<file path="src/rtl/scan_pkg.sv">
// Shared constants and state type for the decoder-line scan generator.
package scan_pkg;
  localparam int unsigned NUM_LINES = 8;
  localparam int unsigned ADDR_W    = 3;

  typedef enum logic [1:0] {
    IDLE,
    DWELL,
    BLANK
  } scan_state_t;
endpackage

</file>
<file path="src/rtl/scan_next_idx.sv">
// Circular priority search: first set mask bit strictly after cur, wrapping 7->0.
module scan_next_idx
  import scan_pkg::*;
(
  input  logic [NUM_LINES-1:0] mask,
  input  logic [ADDR_W-1:0]    cur,
  output logic [ADDR_W-1:0]    nxt,
  output logic                 found,
  output logic                 wrap
);

  logic [ADDR_W-1:0] idx;

  // Walk from farthest to nearest so the nearest set bit wins; offset 8 is cur itself.
  always_comb begin
    nxt   = '0;
    found = 1'b0;
    idx   = '0;
    for (int i = NUM_LINES; i >= 1; i--) begin
      idx = ADDR_W'(cur + ADDR_W'(i));
      if (mask[idx]) begin
        nxt   = idx;
        found = 1'b1;
      end
    end
    wrap = found && (nxt <= cur);
  end

endmodule

</file>
<file path="src/rtl/scan_addr_gen.sv">
// Scans the 3-to-8 decoder address through enabled lines with programmable
// dwell and blanking; all outputs registered.
module scan_addr_gen
  import scan_pkg::*;
#(
  parameter int unsigned DWELL_CYCLES = 1000,
  parameter int unsigned BLANK_CYCLES = 4,
  parameter int unsigned CNT_W        = 16
) (
  input  logic                 clk,
  input  logic                 rst,
  input  logic                 en,
  input  logic [NUM_LINES-1:0] mask,
  output logic [ADDR_W-1:0]    addr,
  output logic                 addr_valid,
  output logic                 frame_done,
  output logic                 busy
);

  localparam logic [CNT_W-1:0] DWELL_LAST = CNT_W'(DWELL_CYCLES - 1);
  localparam logic [CNT_W-1:0] BLANK_LAST = CNT_W'(BLANK_CYCLES - 1);
  localparam bit               HAS_BLANK  = (BLANK_CYCLES != 0);

  scan_state_t       state;
  logic [CNT_W-1:0]  cnt;
  logic [ADDR_W-1:0] search_cur;
  logic [ADDR_W-1:0] nxt;
  logic              found;
  logic              wrap;
  logic              dwell_end;
  logic              line_end;

  // From IDLE, searching after line 7 yields the lowest enabled line.
  assign search_cur = (state == IDLE) ? ADDR_W'(NUM_LINES - 1) : addr;

  scan_next_idx u_next (
    .mask  (mask),
    .cur   (search_cur),
    .nxt   (nxt),
    .found (found),
    .wrap  (wrap)
  );

  assign dwell_end = (state == DWELL) && (cnt == DWELL_LAST);
  assign line_end  = (dwell_end && !HAS_BLANK) ||
                     ((state == BLANK) && (cnt == BLANK_LAST));

  always_ff @(posedge clk) begin
    if (rst || !en) begin
      state      <= IDLE;
      cnt        <= '0;
      addr       <= '0;
      addr_valid <= 1'b0;
      frame_done <= 1'b0;
      busy       <= 1'b0;
    end else begin
      frame_done <= 1'b0;
      case (state)
        IDLE: begin
          if (found) begin
            state      <= DWELL;
            cnt        <= '0;
            addr       <= nxt;
            addr_valid <= 1'b1;
            busy       <= 1'b1;
          end
        end
        DWELL, BLANK: begin
          if (line_end) begin
            cnt <= '0;
            if (found) begin
              state      <= DWELL;
              addr       <= nxt;
              addr_valid <= 1'b1;
              frame_done <= wrap;
            end else begin
              state      <= IDLE;
              addr       <= '0;
              addr_valid <= 1'b0;
              busy       <= 1'b0;
            end
          end else if (dwell_end) begin
            state      <= BLANK;
            cnt        <= '0;
            addr_valid <= 1'b0;
          end else begin
            cnt <= cnt + CNT_W'(1);
          end
        end
        default: begin
          state      <= IDLE;
          cnt        <= '0;
          addr       <= '0;
          addr_valid <= 1'b0;
          busy       <= 1'b0;
        end
      endcase
    end
  end

endmodule
</file>
<file path="config.mk">
export PLATFORM = sky130hd
export DESIGN_NAME = scan_addr_gen
export DESIGN_NICKNAME = d
export VERILOG_FILES = /design/src/rtl/scan_pkg.sv /design/src/rtl/scan_next_idx.sv /design/src/rtl/scan_addr_gen.sv
export SDC_FILE = /design/constraint.sdc
export NUM_CORES = 1
export LEC_CHECK = 0
export CAP_MARGIN = 20
export CORE_MARGIN = 4
export CORE_UTILIZATION = 59
export DETAILED_ROUTE_END_ITERATION = 16
export HOLD_SLACK_MARGIN = 0.06
export PLACE_DENSITY = 0.81
export SYNTH_ARGS = -nofsm -noshare
export SYNTH_HDL_FRONTEND = slang
export SYNTH_SLANG_ARGS = --single-unit
</file>
<file path="constraint.sdc">
create_clock -name clk -period 4.2 [get_ports clk]
set_clock_uncertainty 0.1 [all_clocks]
set_input_delay 0.63 -clock clk [delete_from_list [all_inputs] [get_ports clk]]
set_output_delay 0.63 -clock clk [all_outputs]
set_load 0.005 [all_outputs]
</file>
==> results.rst <==
.. list-table::
   :header-rows: 1

   * - Metric
     - Value
   * - Run status
     - finished, final reports clean
   * - Mean instance size in the synthesized netlist
     - 7.97 um2
   * - TritonCTS clock tree
     - yes
   * - Starting density of the core
     - 0.639
   * - Layout-stage area growth over the synthesis result
     - 10.1%
   * - Total clock buffers created by CTS
     - 3
   * - Asr flop ratio synth
     - 0
   * - Largest cells by area after synthesis
     - dfxtp_1, mux2i_1, nand2_1
   * - Tmin final
     - 3.84 ns
   * - Min-Delay Startpoint
     - cnt[1]$_SDFFE_PP0P_
   * - # clock sinks
     - 23
   * - Fraction of post-synthesis cell area in the top cell type by area
     - 0.208
   * - Total Routed Length
     - 5790 um
   * - H-Tree Level Count
     - 1
   * - Delay of the slowest critical-path stage
     - 0.50 ns
   * - GRT overflow
     - 0
   * - Synth warn
     - 0
   * - Standard cell with the maximum stage delay on the critical path
     - ha_1
   * - Hold buffers post-CTS
     - 0
   * - Post-synth EDFFs
     - 0
   * - Power density cells
     - 336 nW/um2
   * - Cell count after placement
     - 334
   * - Required time of the critical path
     - 4.27 ns
   * - Period utilization
     - 0.913
   * - Worst Setup SP
     - state[0]$_SDFFE_PP0P_
   * - I/O Pins
     - 17
   * - Most area-hungry cell type in the Yosys netlist
     - dfxtp_1
   * - Max-slew violation count
     - 0
   * - Routed via count
     - 2,171
   * - Number of global-route vias before repair
     - 2,028
   * - Transition time of the tightest slew-check pin
     - 0.799 ns
   * - Number of synthesized register bits
     - 23
   * - Most used standard cells in the synthesized netlist
     - nand2_1, nor2_1, dfxtp_1
   * - Layout cell share with drive strength beyond 1
     - 0.110
   * - Number of nets in the layout
     - 311
   * - Clk root buf
     - clkbuf_8
   * - Maximum count of clock buffers along a single path
     - 2
   * - Routability congestion estimate from global placement
     - 0.905
   * - Area of all sequential standard cells
     - 460 um2
   * - CP Class
     - flip-flop to flip-flop
   * - Net Count, Synth
     - 296
   * - Gate Count Post-Synth
     - 278
   * - Max-cap violation count
     - 0
   * - Critical path fanouts, max
     - 10
   * - Most used DFF post-synth
     - dfxtp_1
   * - Number of buffers inserted by post-CTS setup repair
     - 0
   * - Multi-input gate area
     - 1640 um2
   * - Nature of the critical path endpoint
     - flip-flop
   * - P_leak
     - 0.840 nW
   * - Half-perimeter wire length after detailed placement
     - 4430 um
   * - Post-cts gate resize count
     - 0
   * - Critical Path Start Type
     - flip-flop
   * - Setup repair after global routing missed its margin
     - false
   * - Ratio of routed vias to standard cells
     - 6.42
   * - Post-synthesis instance area
     - 2210 um2
   * - DIE HEIGHT
     - 69.3 um
   * - Filler instances
     - 294
   * - Count of endpoints failing setup in the final report
     - 0
   * - Number of hold violations in the final report
     - 0
   * - Number of antenna violations at the first check in global routing
     - 0
   * - Headroom to the max-slew limit
     - 0.467
   * - CP cell instances
     - inv_1, ha_1, nor2_8, clkinv_4, ha_1, mux2_2, o22ai_1, o21ai_0, a31oi_1, a2bb2oi_1, ha_1, o21ai_1, o311a_1, a2111oi_2
   * - Post-detailed-route count of antenna-violating nets
     - 0
   * - Hold WS
     - 0.378 ns
   * - Number of placement rows
     - 21
   * - Area of the die
     - 4800 um2
   * - Unique cell type count in the Yosys netlist
     - 69
   * - Worst-case vdd ir drop
     - 0.000192 V
   * - Most common cell on crit path
     - ha_1
   * - Setup_tns
     - 0 ns
   * - Worst reg2reg path startpoint
     - state[0]$_SDFFE_PP0P_
   * - # port buffers
     - 16
   * - Pin count of the biggest net entering global routing
     - 19
   * - Highest clock rate
     - 0.261 GHz
   * - Final non-filler cell total
     - 338
   * - Initial detailed-routing violation count
     - 158
   * - Number of diodes added for antenna fixing
     - 0
   * - Die outline width
     - 69.3 um
   * - Clock-pin slew on the worst setup and hold paths
     - 0.09 ns
   * - Share of the yosys chip area belonging to registers
     - 0.208
   * - Global-route wire length before repair
     - 9770 um
   * - Placeable Area
     - 3470 um2
   * - First-pass iteration count of the detailed router
     - 5
   * - Worst-Skew Late Latency
     - 0.27 ns
   * - Global routing usage summed across all routing layers
     - 0.245
   * - Endpoint arrival time on the critical path
     - 3.91 ns
   * - DRC violations left
     - 0
   * - Hold/Removal Path Class
     - flip-flop to flip-flop
   * - Routed len/inst
     - 17.1 um
==> state kept, by name (all words and copies together) (netlist names) <==
register / cells
cnt: 16
addr: 3
state: 2
busy: 1
frame_done: 1
==> worst max-delay path: cells and delay by family, from the launching register on <==
kind,cells,cell delay (ns)
AOI/OAI and AO/OA,7,1.29
adders and majority gates,3,1.02
buffers and inverters,2,0.25
DFF,1,0.42
muxes,1,0.39
and+or+nand+nor,1,0.27
==> metal layers <==
metal | wire length (um) | up-vias | share of wire | GRT usage
met5 | 0 | - | 0 | 0
met3 | 457 | 15 | 0.079 | 0.0435
met1 | 2430 | 1021 | 0.42 | 0.314
met2 | 2760 | 89 | 0.48 | 0.407
li1 | - | 1046 | - | -
met4 | 143 | 0 | 0.025 | 0.0954
==> cells in the final DEF (no fill, tap or decap), types with 3 or more instances in the layout <==
master / netlist / routed
a21o_1: 4 / 4
nand2_1: 30 / 30
ha_1: 7 / 7
nor2b_1: 3 / 3
mux2_2: 6 / 6
o21ai_0: 9 / 9
buf_4: 1 / 3
xor2_1: 6 / 6
nor4_1: 6 / 6
o2111ai_1: 3 / 3
dfxtp_1: 23 / 23
nand2b_1: 5 / 5
nor3_1: 10 / 10
and2_1: 3 / 3
nor2_1: 30 / 30
clkdlybuf4s50_1: 0 / 16
clkbuf_8: 0 / 3
inv_1: 9 / 9
xnor2_1: 10 / 10
mux2i_1: 15 / 15
nand3_1: 12 / 12
a31oi_1: 4 / 4
a21oi_1: 15 / 15
o211ai_1: 4 / 4
nand4_1: 4 / 4
==> area by class of cell <==
type / count / area share
Inverter: 12 / 0.0216
Timing Repair Buffer: 19 / 0.0749
Multi-Input combinational cell: 234 / 0.672
Clock inverter: 1 / 0.00205
Tap cell: 46 / 0.0236
Clock buffer: 3 / 0.0169
Sequential cell: 23 / 0.189
==> where the power goes <==
| part | leakage [nW] | total [mW] | switching (mW) | internal, mW |
|---|---|---|---|---|
| combinational | 0.628 | 0.438 | 0.252 | 0.186 |
| clock | 0.0255 | 0.140 | 0.0733 | 0.0663 |
| sequential | 0.186 | 0.240 | 0.0160 | 0.224 |
| total | 0.840 | 0.818 | 0.341 | 0.477 |
==> cells by family after synthesis <==
logic type               Yosys count  synth area share
multiplexers                      24             0.125
AO/OA/AOI/OAI                     67             0.213
XOR/XNOR                          18            0.0881
AND/OR/NAND/NOR                  118             0.273
adder cells (fa/ha/maj)            7            0.0395
flip-flops                        23             0.208
buffers and inverters             21            0.0525
==> through the flow <==
step	utilization	power (mW)	area [um2]	worst slack (ns)
floorplan	-	0.577	2210	0.609
global placement	0.689	0.669	2390	0.536
detailed placement	0.689	0.667	2390	0.453
CTS	0.703	0.810	2440	0.411
global route	0.703	0.863	2440	0.130
finish	0.703	0.818	2440	0.365
==> worst paths after layout <==
check                     endpoint  slack (ns)  depth (start not counted)
max reg2reg  frame_done$_SDFF_PP0_        0.36                         14
min            cnt[1]$_SDFFE_PP0P_        0.38                          2
max          frame_done$_SDFF_PP0_        0.36                         14
min reg2reg    cnt[1]$_SDFFE_PP0P_        0.38                          2
(Power assumes the default switching activity.)
